==> config.mk <==
export PLATFORM = sky130hd
export DESIGN_NAME = traffic_ctrl_gen
export DESIGN_NICKNAME = d
export VERILOG_FILES = /design/src/rtl/traffic_pkg.sv /design/src/rtl/phase_timer.sv /design/src/rtl/traffic_ctrl_gen.sv
export SDC_FILE = /design/constraint.sdc
export NUM_CORES = 1
export LEC_CHECK = 0
export BUFFER_PORTS_ARGS = -buffer_cell sky130_fd_sc_hd__buf_2
export CAP_MARGIN = 10
export CORE_UTILIZATION = 49
export DETAILED_ROUTE_END_ITERATION = 10
export PLACE_DENSITY_LB_ADDON = 0.05
export SYNTH_ARGS = -nofsm -noshare
export SYNTH_HDL_FRONTEND = slang
export SYNTH_SLANG_ARGS = --single-unit
==> constraint.sdc <==
create_clock -name clk -period 2.5 [get_ports clk]
set_clock_uncertainty 0.2 [all_clocks]
set_input_delay 0.75 -clock clk [delete_from_list [all_inputs] [get_ports clk]]
set_output_delay 0.75 -clock clk [all_outputs]
set_load 0.05 [all_outputs]
==> src/rtl/traffic_pkg.sv <==
// Shared types and constants for the two-road traffic controller.
// Lamp codes, one-hot states, phase indices and sequence helper.
package traffic_pkg;

    localparam logic [2:0] LAMP_OFF = 3'b000;
    localparam logic [2:0] LAMP_RED = 3'b001;
    localparam logic [2:0] LAMP_YEL = 3'b010;
    localparam logic [2:0] LAMP_GRN = 3'b100;

    typedef enum logic [6:0] {
        ST_IDLE  = 7'b0000001,
        ST_R1Y   = 7'b0000010,
        ST_R1G   = 7'b0000100,
        ST_BOTHY = 7'b0001000,
        ST_R2G   = 7'b0010000,
        ST_R2Y   = 7'b0100000,
        ST_FLASH = 7'b1000000
    } state_e;

    localparam logic [2:0] PH_IDLE  = 3'd0;
    localparam logic [2:0] PH_R1Y   = 3'd1;
    localparam logic [2:0] PH_R1G   = 3'd2;
    localparam logic [2:0] PH_BOTHY = 3'd3;
    localparam logic [2:0] PH_R2G   = 3'd4;
    localparam logic [2:0] PH_R2Y   = 3'd5;
    localparam logic [2:0] PH_FLASH = 3'd6;

    typedef struct packed {
        logic [2:0] road1;
        logic [2:0] road2;
        logic [2:0] ped1;
        logic [2:0] ped2;
    } lamps_t;

    function automatic state_e seq_next(input state_e s);
        unique case (s)
            ST_R1Y:   seq_next = ST_R1G;
            ST_R1G:   seq_next = ST_BOTHY;
            ST_BOTHY: seq_next = ST_R2G;
            ST_R2G:   seq_next = ST_R2Y;
            default:  seq_next = ST_R1Y;
        endcase
    endfunction

endpackage

==> src/rtl/phase_timer.sv <==
// Per-phase cycle counter for the timed traffic states.
// Counts 0..term; done when term reached and not held.
module phase_timer #(
    parameter int CNT_W = 6
) (
    input  logic             clk,
    input  logic             rst_n,
    input  logic             clr,
    input  logic             hold,
    input  logic [CNT_W-1:0] term,
    output logic             done
);

    logic [CNT_W-1:0] count;

    assign done = (count == term) && !hold;

    // Clear outside timed states and at each boundary, freeze on hold
    always_ff @(posedge clk or negedge rst_n) begin
        if (!rst_n) begin
            count <= '0;
        end else if (clr || done) begin
            count <= '0;
        end else if (!hold) begin
            count <= count + 1'b1;
        end
    end

endmodule

==> src/rtl/traffic_ctrl_gen.sv <==
// Two-road traffic controller with parametrised phase timing.
// Supports hold, end-of-cycle stop and night flashing mode.
module traffic_ctrl_gen #(
    parameter int CNT_W      = 6,
    parameter int T_Y1       = 5,
    parameter int T_G1       = 5,
    parameter int T_YY       = 2,
    parameter int T_G2       = 5,
    parameter int T_Y2       = 5,
    parameter int FLASH_HALF = 4
) (
    input  logic       clk,
    input  logic       rst_n,
    input  logic       enable,
    input  logic       hold,
    input  logic       night_mode,
    output logic       enable_sig,
    output logic [2:0] road1_out,
    output logic [2:0] road2_out,
    output logic [2:0] ped1,
    output logic [2:0] ped2,
    output logic [2:0] phase,
    output logic       phase_done
);

    import traffic_pkg::*;

    localparam int TMAX = 2 ** CNT_W;
    localparam int FW   = (FLASH_HALF > 1) ? $clog2(FLASH_HALF) : 1;

    localparam logic [CNT_W-1:0] TM_Y1 = CNT_W'(T_Y1 - 1);
    localparam logic [CNT_W-1:0] TM_G1 = CNT_W'(T_G1 - 1);
    localparam logic [CNT_W-1:0] TM_YY = CNT_W'(T_YY - 1);
    localparam logic [CNT_W-1:0] TM_G2 = CNT_W'(T_G2 - 1);
    localparam logic [CNT_W-1:0] TM_Y2 = CNT_W'(T_Y2 - 1);
    localparam logic [FW-1:0]    FH_TM = FW'(FLASH_HALF - 1);

    if (CNT_W < 1 || CNT_W > 30) begin : g_chk_w
        $error("traffic_ctrl_gen: CNT_W out of range");
    end
    if (T_Y1 < 1 || T_Y1 > TMAX || T_G1 < 1 || T_G1 > TMAX ||
        T_YY < 1 || T_YY > TMAX || T_G2 < 1 || T_G2 > TMAX ||
        T_Y2 < 1 || T_Y2 > TMAX) begin : g_chk_t
        $error("traffic_ctrl_gen: phase time out of range");
    end
    if (FLASH_HALF < 1) begin : g_chk_f
        $error("traffic_ctrl_gen: FLASH_HALF must be >= 1");
    end

    state_e           state;
    logic             timed;
    logic             t_done;
    logic             boundary;
    logic [CNT_W-1:0] term;
    logic [FW-1:0]    fcnt;
    logic             fbit;
    lamps_t           lamps;

    assign timed    = |state[5:1];
    assign boundary = timed && t_done;

    // Select the terminal count of the current timed phase
    always_comb begin
        term = '0;
        unique case (state)
            ST_R1Y:   term = TM_Y1;
            ST_R1G:   term = TM_G1;
            ST_BOTHY: term = TM_YY;
            ST_R2G:   term = TM_G2;
            ST_R2Y:   term = TM_Y2;
            default:  term = '0;
        endcase
    end

    phase_timer #(
        .CNT_W (CNT_W)
    ) u_timer (
        .clk   (clk),
        .rst_n (rst_n),
        .clr   (!timed),
        .hold  (hold),
        .term  (term),
        .done  (t_done)
    );

    // State sequencing, flash blinker and phase-change pulse
    always_ff @(posedge clk or negedge rst_n) begin
        if (!rst_n) begin
            state      <= ST_IDLE;
            phase_done <= 1'b0;
            fcnt       <= '0;
            fbit       <= 1'b1;
        end else begin
            phase_done <= boundary;
            if (state == ST_FLASH) begin
                if (fcnt == FH_TM) begin
                    fcnt <= '0;
                    fbit <= ~fbit;
                end else begin
                    fcnt <= fcnt + 1'b1;
                end
            end else begin
                fcnt <= '0;
                fbit <= 1'b1;
            end
            unique case (state)
                ST_IDLE: begin
                    if (night_mode)  state <= ST_FLASH;
                    else if (enable) state <= ST_R1Y;
                end
                ST_FLASH: begin
                    if (!night_mode) state <= ST_R1Y;
                end
                default: begin
                    if (boundary) begin
                        if (night_mode)
                            state <= ST_FLASH;
                        else if (state == ST_R2Y && !enable)
                            state <= ST_IDLE;
                        else
                            state <= seq_next(state);
                    end
                end
            endcase
        end
    end

    // Moore decode of lamps, phase index and active flag
    always_comb begin
        lamps      = '{LAMP_RED, LAMP_RED, LAMP_RED, LAMP_RED};
        phase      = PH_IDLE;
        enable_sig = 1'b1;
        unique case (state)
            ST_R1Y: begin
                lamps = '{LAMP_YEL, LAMP_RED, LAMP_RED, LAMP_GRN};
                phase = PH_R1Y;
            end
            ST_R1G: begin
                lamps = '{LAMP_GRN, LAMP_RED, LAMP_RED, LAMP_GRN};
                phase = PH_R1G;
            end
            ST_BOTHY: begin
                lamps = '{LAMP_YEL, LAMP_YEL, LAMP_RED, LAMP_RED};
                phase = PH_BOTHY;
            end
            ST_R2G: begin
                lamps = '{LAMP_RED, LAMP_GRN, LAMP_GRN, LAMP_RED};
                phase = PH_R2G;
            end
            ST_R2Y: begin
                lamps = '{LAMP_RED, LAMP_YEL, LAMP_GRN, LAMP_RED};
                phase = PH_R2Y;
            end
            ST_FLASH: begin
                lamps.road1 = fbit ? LAMP_YEL : LAMP_OFF;
                lamps.road2 = fbit ? LAMP_YEL : LAMP_OFF;
                phase       = PH_FLASH;
            end
            default: begin
                enable_sig = 1'b0;
            end
        endcase
    end

    assign road1_out = lamps.road1;
    assign road2_out = lamps.road2;
    assign ped1      = lamps.ped1;
    assign ped2      = lamps.ped2;

endmodule

### Word level (Yosys, flattened, before mapping)

Index checks and enable logic that the tools add are counted.
Widths: inputs -> output; s select.

* register bits: 17

* reduce and logical (&&, ||, !) cells: 14
* multiplexer cells: 20
* bitwise operators: 1
* equality and inequality tests: 13
* add/sub/neg operators: 2

Operators with widths (count)
* $pmux 6 s6: 1
* $mux 7: 5
* $pmux 6 s4: 1
* $mux 6: 3
* $pmux 3 s6: 1
* $pmux 7 s2: 1
* $pmux 6 s2: 1
* $eq 7x1->1 const B: 1
* $eq 7x2->1 const B: 1
* $eq 7x3->1 const B: 1
* $eq 7x4->1 const B: 1
* $eq 7x5->1 const B: 1
* $eq 7x6->1 const B: 1
* $eq 7x7->1 const B: 1
* $add 6x1->6 const B: 1
* $eq 6x3->1: 1
* $mux 2: 3
* $pmux 3 s2: 1
* $reduce_or 6->1: 1
* $reduce_or 5->1: 1
* $ne 2x1->1 const B: 2
* $reduce_or 2->1: 2
* $reduce_or 4->1: 1
* $logic_and 1x1->1: 3
* other kinds (10): 14

### Depth between registers and ports, before layout

Gate-level depths: netlist (run 1).

* depth after elaboration: 8
* depth in mapped cells: 8

### By module

Synthesis (run 1) repeated with hierarchy kept, for this count alone.

* cells, all modules: 132
* area total of the unflattened synthesis: 1256.2 sq um

Modules (own cells, without submodules)
* traffic_ctrl_gen: times used 1, area an instance 882.1 sq um, cells an instance 95, sequential area each 277.8 sq um
* phase_timer: times used 1, area an instance 374.1 sq um, cells an instance 37, sequential area each 150.1 sq um

### Worst setup path after synthesis (run 1)

Ideal clock, no wire load.

* path kind: register to output
* start: reg state[2]
* end: out phase[2]
* path slack: -0.841 ns
* cell stages (with the launch flop): 6
* data required time: 1.550 ns
* arrival: 2.391 ns
* path through: dfrtp_1 -> clkbuf_1 -> or3_1 -> nor3_4 -> inv_1 -> nand2_1

* cells in the longest elaborated chain, start to end: 2
* elaborated cells between the ends (all ways): 7

RTL lines
* start: declaration: line traffic_ctrl_gen.sv:50 `state_e state;`
* start signal: assignment: line traffic_ctrl_gen.sv:121 `state <= seq_next(state);`
* $eq 7x7->1 (tied with other cells): line traffic_ctrl_gen.sv:133 `unique case (state)`
* $pmux 3 s6 (*): line traffic_ctrl_gen.sv:133
* end: declaration: line traffic_ctrl_gen.sv:22 `output logic [2:0] phase,`

Mark *: on every way between the ends. The rest lies on a longest branch, timed or not.

### Worst setup path after layout (run 1)

* start: reg state[5]
* end: out road1_out[2]

* cells in the longest elaborated chain, start to end: 2
* elaborated cells between the ends (all ways): 7

RTL lines
* $eq 7x7->1 (tied with other cells): line traffic_ctrl_gen.sv:133
* $pmux 6 s6 (*): line traffic_ctrl_gen.sv:133
* end: declaration: line traffic_ctrl_gen.sv:18 `output logic [2:0] road1_out,`

Marked as above.

==> impl_metrics.env, run 1 <==
export IMPL_antenna_found_initial=0
export IMPL_critPathMaxFanout=3
export IMPL_rsz0062_at_grt="yes"
export IMPL_cp_startpoint="state[5]$_DFFE_PN0P_"
export IMPL_syn_avg_cell_area_um2=9.16
export IMPL_rows=17
export IMPL_final_seq_area_um2=428
export IMPL_grt_usage_pct=27.5
export IMPL_firstDrtPassIters=4
export IMPL_gr_usage_met1_pct=37.3
export IMPL_via_per_inst=5.52
export IMPL_grt_max_degree=18
export IMPL_synth_top_cell_area_share_pct=32.0
export IMPL_leakagePower_nw=0.835
export IMPL_yosysWarnings=0
export IMPL_power_share_clock_pct=6.0
export IMPL_final_util_pct=84.3
export IMPL_cts_root_buf="clkbuf_4"
export IMPL_syn_inst=128
export IMPL_path_class="reg2out"
export IMPL_cts_tree="built"
export IMPL_whs_ps=153
export IMPL_place_congestion=0.891
export IMPL_clkLatencyLatePin_ps=300
export IMPL_drc=0
export IMPL_final_layout_size_suffix_gt1_share_pct=58.1
export IMPL_p_sw_share_pct=50.2
export IMPL_pre_cts_ws_ps=-97.0
export IMPL_cts_clk_slew_worst_paths_ps=100
export IMPL_grt_pass1_wl_mm=5.26
export IMPL_wire_per_inst_um=17.2
export IMPL_hold_viol_final=0
export IMPL_startpoint_type="register"
export IMPL_synthArstFlopShare_pct=100
export IMPL_dieArea_mm2=0.00259
export IMPL_start_util_pct=52.5
export IMPL_ir_worst_vdd_uv=1070
export IMPL_cts_max_path_buffers=2
export IMPL_hold_class="in2async"
export IMPL_dieWidth_um=50.9
export IMPL_reg2reg_slack_ps=-140
export IMPL_cts_sinks=17
export IMPL_synth_main_ff_cell="dfrtp_1"
export IMPL_grtUsageMet3_pct=5.06
export IMPL_yosysMostFrequentCell="dfrtp_1"
export IMPL_core_area_mm2=0.00223
export IMPL_ys_seq_elements=17
export IMPL_pwr_share_comb_pct=79.0
export IMPL_fin_crit_sh_pct=114
export IMPL_busiest_layer="met2"
export IMPL_die_y_um=50.9
export IMPL_hpwl_mm=2.37
export IMPL_fillers=118
export IMPL_portBuffers=19
export IMPL_yosysUniqueCellTypes=47
export IMPL_p_per_area_mw_per_mm2=1300
export IMPL_crit_path_end_kind="primary output"
export IMPL_final_nets=187
export IMPL_cp_data_arrival_time_ps=1890
export IMPL_yosys_top_cells_count="15 x dfrtp_1, 12 x nand2_1, 11 x nor2_1"
export IMPL_numCtsBuffers=3
export IMPL_grtUsageMet2_pct=45.2
export IMPL_ant_nets=0
export IMPL_finalPower_w=0.00245
export IMPL_slew_violations=0
export IMPL_cap_violations=0
export IMPL_fmax_mhz=352
export IMPL_io_pins=22
export IMPL_reg2reg_depth=9
export IMPL_cp_required_ps=1550
export IMPL_netSwitchingPower_w=0.00123
export IMPL_vias=1142
export IMPL_multi_input_area_um2=855
export IMPL_totalWireLength_mm=3.56
export IMPL_violations="negative setup slack"
export IMPL_fin_setup_tns_ps=-3820
export IMPL_n_antenna_cell=0
export IMPL_p_int_w=0.00122
export IMPL_final_period_minus_worst_setup_slack_ps=2840
export IMPL_netlist_area_mm2=0.00117
export IMPL_yosys_area_top_type="dfrtp_1"
export IMPL_hold_buffers=0
export IMPL_grt_pass1_vias=1107
export IMPL_seq_area_frac_synth_pct=36.5
export IMPL_h_tree_depth=1
export IMPL_synth_edf_count=0
export IMPL_seqPwrFrac_pct=15.0
export IMPL_status="finished with violations"
export IMPL_drt_iter0_markers=20
export IMPL_synthTopCellsByArea="dfrtp_1 32%, dfstp_2 4.5%, xor2_1 4.5%"
export IMPL_area_growth_pct=60.6
export IMPL_worst_slack_ps=-343
export IMPL_finalSetupViolCount=16
export IMPL_overflow=0
export IMPL_worstReg2RegStart="state[5]$_DFFE_PN0P_"
export IMPL_r2r_end="u_timer.count[0]$_DFFE_PN0P_"
==> worst max path at each step <==
stage	endpoint	cells past startpoint
floorplan	road2_out[0]	5
detailed placement	road2_out[1]	6
global route	road2_out[1]	6
CTS	road1_out[2]	4
finish	road1_out[2]	4
global placement	road2_out[1]	6
==> logic make-up after synthesis <==
family,share of synthesized area (%)
XOR/XNOR,8.22
AO/OA/AOI/OAI,13.7
flip-flops,36.5
buffers and inverters,7.36
other,0.320
adder cells (fa/ha/maj),2.13
AND/OR/NAND/NOR,31.8
==> state kept, by name, indices dropped and copies added (netlist names) <==
| name | count |
|---|---|
| state | 7 |
| u_timer.count | 6 |
| fcnt | 2 |
| phase_done | 1 |
| fbit | 1 |
==> cells in the final DEF, fill, tap and decap left out, types with 3 or more instances in the layout <==
cell,Yosys,layout
xnor2_1,5,4
or3_4,0,3
o21ai_0,6,3
nor3_4,2,3
buf_6,2,15
buf_2,3,5
xor2_1,6,6
nor2_4,0,5
o21ai_1,1,3
nand3_1,6,4
nand2_2,0,3
nand2_1,12,7
nand2_4,1,3
nand3b_1,3,3
clkbuf_4,0,3
inv_1,6,3
dfrtp_1,15,15
buf_4,2,30
buf_8,0,6
nor2_1,11,4
==> layer usage <==
metal | vias up | part of all wire, %
li1 | 545 | -
met1 | 559 | 43
met2 | 30 | 52
met3 | 8 | 3.1
met4 | 0 | 1.4
met5 | - | 0
==> through the flow <==
| stage | cell area, um2 | std cells |
|---|---|---|
| final | 1880 | 207 |
| after global routing | 1880 | 207 |
| after CTS | 1720 | 201 |
| after detailed placement | 1540 | 193 |
| after global placement | 1540 | 193 |
| after floorplan | 1290 | 129 |
==> repair_timing <==
item,4_1_cts,5_1_grt
setup buffers,4,7
resized for setup,37,30
pin swaps,7,14
cloned,0,0
setup endpoints to repair,14,26
==> worst max-delay path, cell delays in order (launching register included) <==
cell and delay (ps):
dfrtp_1 420, or4_4 550, or3_4 390, clkinvlp_4 110, buf_8 140
==> power groups by stage <==
stage | sequential (W) | clock, W | combinational [W]
after detailed placement | 0.000366 | 0 | 0.00145
after floorplan | 0.000382 | 0 | 0.00104
after global routing | 0.000371 | 0.000167 | 0.00202
after CTS | 0.000362 | 0.000152 | 0.00171
final | 0.000367 | 0.000147 | 0.00194
after global placement | 0.000363 | 0 | 0.00144
==> final cells by class <==
type | count | area share (%)
Clock buffer | 4 | 1.40
Inverter | 6 | 1.59
Multi-Input combinational cell | 96 | 45.4
Sequential cell | 17 | 22.7
Tap cell | 28 | 1.86
Timing Repair Buffer | 56 | 27.0
No activity file was read; power rests on OpenSTA's default activity.
==> inputs of run 2 (changes only) <==
--- a/config.mk
+++ b/config.mk
@@ -5,6 +5,7 @@
 export SDC_FILE = /design/constraint.sdc
 export NUM_CORES = 1
 export LEC_CHECK = 0
+export ABC_AREA = 1
 export BUFFER_PORTS_ARGS = -buffer_cell sky130_fd_sc_hd__buf_2
 export CAP_MARGIN = 10
 export CORE_UTILIZATION = 49
==> impl_metrics.env, run 2 <==
export IMPL_status="finished with violations"
export IMPL_violations="negative setup slack"
export IMPL_firstDrtPassIters=4
export IMPL_p_sw_share_pct=56.3
export IMPL_io_pins=22
export IMPL_rsz0062_at_grt="yes"
export IMPL_netSwitchingPower_w=0.00133
export IMPL_p_per_area_mw_per_mm2=1430
export IMPL_seq_area_frac_synth_pct=37.7
export IMPL_start_util_pct=51.8
export IMPL_worst_slack_ps=-168
export IMPL_cts_clk_slew_worst_paths_ps=110
export IMPL_cts_root_buf="clkbuf_4"
export IMPL_p_int_w=0.00103
export IMPL_largest_register="state"
export IMPL_ys_seq_elements=17
export IMPL_ant_nets=0
export IMPL_slew_violations=0
export IMPL_synth_edf_count=0
export IMPL_syn_inst=153
export IMPL_yosysWarnings=0
export IMPL_synth_main_ff_cell="dfrtp_1"
export IMPL_reg_largest_list="state x7, u_timer.count x6, fcnt x2"
export IMPL_yosysMostFrequentCell="nand2_1"
export IMPL_drc=0
export IMPL_final_nets=202
export IMPL_grt_max_degree=18
export IMPL_h_tree_depth=1
export IMPL_pwr_share_comb_pct=76.5
export IMPL_hold_class="in2async"
export IMPL_dieWidth_um=50.1
export IMPL_largest_reg_flops=7
export IMPL_area_growth_pct=45.2
export IMPL_stdcell_count=222
export IMPL_netlist_area_mm2=0.00113
export IMPL_cap_violations=0
export IMPL_most_common_layout_cells="31 x nand2_1, 18 x buf_4, 17 x inv_1"
export IMPL_placed_cells=207
export IMPL_finalSetupViolCount=11
export IMPL_yosys_top_cells_count="36 x nand2_1, 22 x inv_1, 17 x nor2_1"
export IMPL_final_layout_size_suffix_gt1_share_pct=45.4
export IMPL_vias=1121
export IMPL_antenna_found_initial=0
export IMPL_grt_usage_pct=26.0
export IMPL_syn_avg_cell_area_um2=7.42
export IMPL_rows=17
export IMPL_core_area_mm2=0.00219
export IMPL_synth_top_cell_area_share_pct=33.1
export IMPL_seqPwrFrac_pct=16.8
export IMPL_place_congestion=0.866
export IMPL_fmax_mhz=375
export IMPL_drt_iter0_markers=30
export IMPL_leakagePower_nw=0.839
export IMPL_portBuffers=19
export IMPL_finalInstanceArea_mm2=0.00165
export IMPL_synthArstFlopShare_pct=100
export IMPL_cts_sinks=17
export IMPL_cp_data_arrival_time_ps=1720
export IMPL_crit_path_end_kind="primary output"
export IMPL_totalWireLength_mm=2.92
export IMPL_startpoint_type="register"
export IMPL_grt_pass1_vias=1129
export IMPL_dieArea_mm2=0.00251
export IMPL_yosysUniqueCellTypes=23
export IMPL_fin_crit_sh_pct=107
export IMPL_via_per_inst=5.05
export IMPL_synthTopCellsByArea="dfrtp_1 33%, nand2_1 12%, inv_1 7.3%"
export IMPL_wire_per_inst_um=13.2
export IMPL_cp_required_ps=1550
export IMPL_hpwl_mm=2.02
export IMPL_path_class="reg2out"
export IMPL_numCtsBuffers=3
export IMPL_finalPower_w=0.00236
export IMPL_fin_setup_tns_ps=-967
export IMPL_cts_max_path_buffers=2
export IMPL_final_common_cell="nand2_1"
export IMPL_hold_viol_final=0
export IMPL_power_share_clock_pct=6.7
export IMPL_n_antenna_cell=0
export IMPL_clkLatencyLatePin_ps=300
export IMPL_placed_area_mm2=0.00136
export IMPL_die_y_um=50.1
export IMPL_cts_tree="built"
export IMPL_ir_worst_vdd_uv=1480
export IMPL_whs_ps=152
export IMPL_grt_pass1_wl_mm=4.78
export IMPL_yosys_area_top_type="dfrtp_1"
export IMPL_critPathMaxFanout=3
export IMPL_overflow=0
export IMPL_final_period_minus_worst_setup_slack_ps=2670
export IMPL_hold_buffers=0
-- run 2: cell types whose count changed in the layout (fill, tap and decap cells not counted), sizes merged, moves of 5 or more --
cell	delta
nor2	+17
xnor2	-5
nand3	+10
inv	+19
buf	-19
nand2	+32
-- run 2: kinds of logic after synthesis --
kind of cell	synth area share (%)
AND/OR/NAND/NOR	44.8
buffers and inverters	8.93
flip-flops	37.7
AO/OA/AOI/OAI	4.52
XOR/XNOR	1.54
adder cells (fa/ha/maj)	2.20
other	0.330
-- run 2: power by group through the flow --
stage | logic (W) | clock network [W] | registers (W)
6_report | 0.00181 | 0.000157 | 0.000398
3_5_place_dp | 0.00144 | 0 | 0.000388
5_1_grt | 0.00192 | 0.000178 | 0.000403
4_1_cts | 0.00172 | 0.000165 | 0.000394
3_3_place_gp | 0.00142 | 0 | 0.000388
2_1_floorplan | 0.00112 | 0 | 0.000404
-- run 2: repair_timing --
item                       4_1_cts  5_1_grt
pin swaps                       11        2
hold endpoints to repair         0        0
setup endpoints to repair       13       14
setup buffers                    8        3
resized for setup               43       12
-- run 2: worst paths after layout --
path	cells past startpoint	slack, ps	startpoint	to
max in group asynchronous	1	1640	rst_n	fbit$_DFFE_PN1P_
min reg2reg	1	250	fcnt[0]$_DFF_PN0_	fcnt[0]$_DFF_PN0_
min in group clk	1	250	fcnt[0]$_DFF_PN0_	fcnt[0]$_DFF_PN0_
max	8	-170	state[0]$_DFFE_PN1P_	enable_sig
min	1	150	rst_n	u_timer.count[1]$_DFFE_PN0P_
max reg2reg	13	300	state[0]$_DFFE_PN1P_	state[2]$_DFFE_PN0P_
-- run 2: area by class of cell --
cell class,instances,area (um2)
Multi-Input combinational cell,112,732
Sequential cell,17,432
Fill cell,155,543
Timing Repair Buffer,38,330
Inverter,23,88.8
Tap cell,28,35.0
Clock inverter,1,7.51
Clock buffer,3,22.5
-- run 2: per-stage QoR --
| stage | util (%) | setup WS (ps) |
|---|---|---|
| floorplan | - | -631 |
| global placement | 62.3 | 55.4 |
| detailed placement | 62.3 | 8.01 |
| CTS | 72.9 | -153 |
| global route | 75.2 | -239 |
| finish | 75.2 | -168 |
-- run 2: critical path: stages, from the launching register on --
cell and delay (ps):
dfstp_2 560, nor2_2 60, nand2_4 90, nor2_4 50
nor2_4 140, nand2_4 70, nor2_4 160, nand2_8 80
buf_4 200
-- run 2: layer usage --
layer | routed length [um] | vias up | track usage, %
li1 | - | 558 | -
met1 | 1240 | 528 | 28.8
met2 | 1550 | 31 | 47.1
met3 | 107 | 4 | 7.41
met4 | 28 | 0 | 7.62
met5 | 0 | - | 0
==> inputs of run 3 (changes only) <==
--- a/config.mk
+++ b/config.mk
@@ -8,7 +8,8 @@
 export ABC_AREA = 1
 export BUFFER_PORTS_ARGS = -buffer_cell sky130_fd_sc_hd__buf_2
 export CAP_MARGIN = 10
-export CORE_UTILIZATION = 49
+export CORE_ASPECT_RATIO = 1.1
+export CORE_UTILIZATION = 54
 export DETAILED_ROUTE_END_ITERATION = 10
 export PLACE_DENSITY_LB_ADDON = 0.05
 export SYNTH_ARGS = -nofsm -noshare
==> constraint.sdc (replaced) <==
create_clock -name clk -period 2.6 [get_ports clk]
set_clock_uncertainty 0.2 [all_clocks]
set_input_delay 0.78 -clock clk [delete_from_list [all_inputs] [get_ports clk]]
set_output_delay 0.78 -clock clk [all_outputs]
set_load 0.05 [all_outputs]
==> impl_metrics.env, run 3 (synthesized netlist as in run 2, its figures left out) <==
export IMPL_finalInstanceArea_mm2=0.00155
export IMPL_numCtsBuffers=3
export IMPL_placed_cells=204
export IMPL_clkLatencyLatePin_ps=290
export IMPL_grtUsageMet3_pct=3.30
export IMPL_crit_path_end_kind="primary output"
export IMPL_hold_class="in2async"
export IMPL_worstReg2RegStart="state[0]$_DFFE_PN1P_"
export IMPL_fillers=158
export IMPL_ant_nets=0
export IMPL_busiest_layer="met2"
export IMPL_vias=1113
export IMPL_final_layout_size_suffix_gt1_share_pct=38.9
export IMPL_fin_crit_sh_pct=103
export IMPL_die_y_um=50.1
export IMPL_crit_chain="nor2_4, nand2_4, nor2_4, nor2_4, nand2_4, nor2_4, nand2_8, nand2_8, buf_8"
export IMPL_overflow=0
export IMPL_finalSetupViolCount=11
export IMPL_drt_iter0_markers=32
export IMPL_hpwl_mm=1.95
export IMPL_cts_max_path_buffers=2
export IMPL_pre_cts_ws_ps=58.5
export IMPL_grt_usage_pct=28.0
export IMPL_wire_per_inst_um=13.5
export IMPL_startpoint_type="register"
export IMPL_cts_clk_slew_worst_paths_ps=110
export IMPL_violations="negative setup slack"
export IMPL_portBuffers=19
export IMPL_finalPower_w=0.00218
export IMPL_start_util_pct=56.8
export IMPL_cp_common_cell="nor2_4"
export IMPL_critPathMaxFanout=3
export IMPL_rsz0062_at_grt="yes"
export IMPL_ir_worst_vdd_uv=1260
export IMPL_core_area_mm2=0.00200
export IMPL_cp_required_ps=1620
export IMPL_grt_pass1_vias=1082
export IMPL_worst_path_largest_cell_delay_ps=590
export IMPL_crit_path_top_delay_cell="dfstp_2"
export IMPL_r2r_end="state[5]$_DFFE_PN0P_"
export IMPL_final_common_cell="nand2_1"
export IMPL_drc=0
export IMPL_rows=17
export IMPL_via_per_inst=5.11
export IMPL_placed_area_mm2=0.00134
export IMPL_stdcell_count=218
export IMPL_hold_viol_final=0
export IMPL_cap_violations=0
export IMPL_gr_usage_met1_pct=38.7
export IMPL_h_tree_depth=1
export IMPL_reg2reg_slack_ps=420
export IMPL_worst_slack_ps=-83.2
export IMPL_area_growth_pct=36.5
export IMPL_grtUsageMet2_pct=43.8
export IMPL_cts_root_buf="clkbuf_4"
export IMPL_leakagePower_nw=0.803
export IMPL_grt_max_degree=18
export IMPL_final_nets=198
export IMPL_io_pins=22
export IMPL_final_period_minus_worst_setup_slack_ps=2680
export IMPL_n_antenna_cell=0
export IMPL_grt_pass1_wl_mm=4.70
export IMPL_status="finished with violations"
export IMPL_dieWidth_um=45.7
export IMPL_slew_violations=0
export IMPL_fmax_mhz=373
export IMPL_antenna_found_initial=0
export IMPL_largest_reg_flops=7
export IMPL_path_class="reg2out"
export IMPL_hold_buffers=0
export IMPL_reg_largest_list="state x7, u_timer.count x6, fcnt x2"
export IMPL_p_per_area_mw_per_mm2=1410
export IMPL_reg2reg_depth=13
export IMPL_largest_register="state"
export IMPL_cts_tree="built"
export IMPL_totalWireLength_mm=2.94
export IMPL_place_congestion=0.956
export IMPL_final_util_pct=77.5
export IMPL_cp_data_arrival_time_ps=1700
export IMPL_firstDrtPassIters=4
export IMPL_cts_sinks=17
export IMPL_dieArea_mm2=0.00229
export IMPL_most_common_layout_cells="33 x nand2_1, 22 x inv_1, 22 x buf_4"
## run 3: changes by cell type in the layout (fill, tap and decap cells not counted), sizes merged
cell      change
clkbuf        -1
clkinv        +1
buf           -3
clkinvlp      -1
## run 3: timing repair
action | in CTS | in global routing
pin swaps | 6 | 1
buffers inserted | 4 | 6
gates resized for setup | 19 | 13
setup endpoints to repair | 11 | 13
## run 3: layer usage
| layer | part of all wire [%] | vias up | wire (um) |
|---|---|---|---|
| met4 | 2.7 | 0 | 79 |
| met1 | 42 | 516 | 1240 |
| met5 | 0 | - | 0 |
| met2 | 49 | 42 | 1440 |
| met3 | 6.4 | 10 | 189 |
| li1 | - | 545 | - |
## run 3: worst max-delay path, delay by kind of cell (launching register included)
family	cells	cell delay, ps
flops	1	590
buf+inv	1	130
simple gates	8	680
## run 3: power breakdown
part	leakage, nW	internal [W]	switching (W)	total (W)
combinational	0.564	0.000554	0.00110	0.00166
sequential	0.222	0.000329	0.0000477	0.000377
clock	0.0177	0.0000572	0.0000888	0.000146
## run 3: how the worst max path moves through the flow
stage | depth (start not counted) | slack, ps | startpoint | endpoint
6_report | 9 | -80 | state[0]$_DFFE_PN1P_ | road1_out[0]
5_1_grt | 9 | -160 | state[0]$_DFFE_PN1P_ | road1_out[0]
4_1_cts | 9 | -60 | state[0]$_DFFE_PN1P_ | road1_out[0]
3_5_place_dp | 9 | 60 | state[0]$_DFFE_PN1P_ | road1_out[0]
3_3_place_gp | 9 | 90 | state[0]$_DFFE_PN1P_ | road1_out[0]
2_1_floorplan | 8 | -560 | state[0]$_DFFE_PN1P_ | road1_out[0]
## run 3: area by class of cell
type	instances	area, um2	area share (%)
clock inverter	1	5.00	0.323
timing repair buffer	34	268	17.3
tap	28	35.0	2.26
multi-input combinational	112	702	45.3
sequential	17	430	27.8
clock buffer	3	22.5	1.45
inverter	23	86.3	5.57
## run 3: per-stage QoR
stage	hold slack, ps	setup TNS, ps
global placement	220	0
detailed placement	233	0
floorplan	215	-1450
finish	193	-425
CTS	200	-204
global route	207	-1360
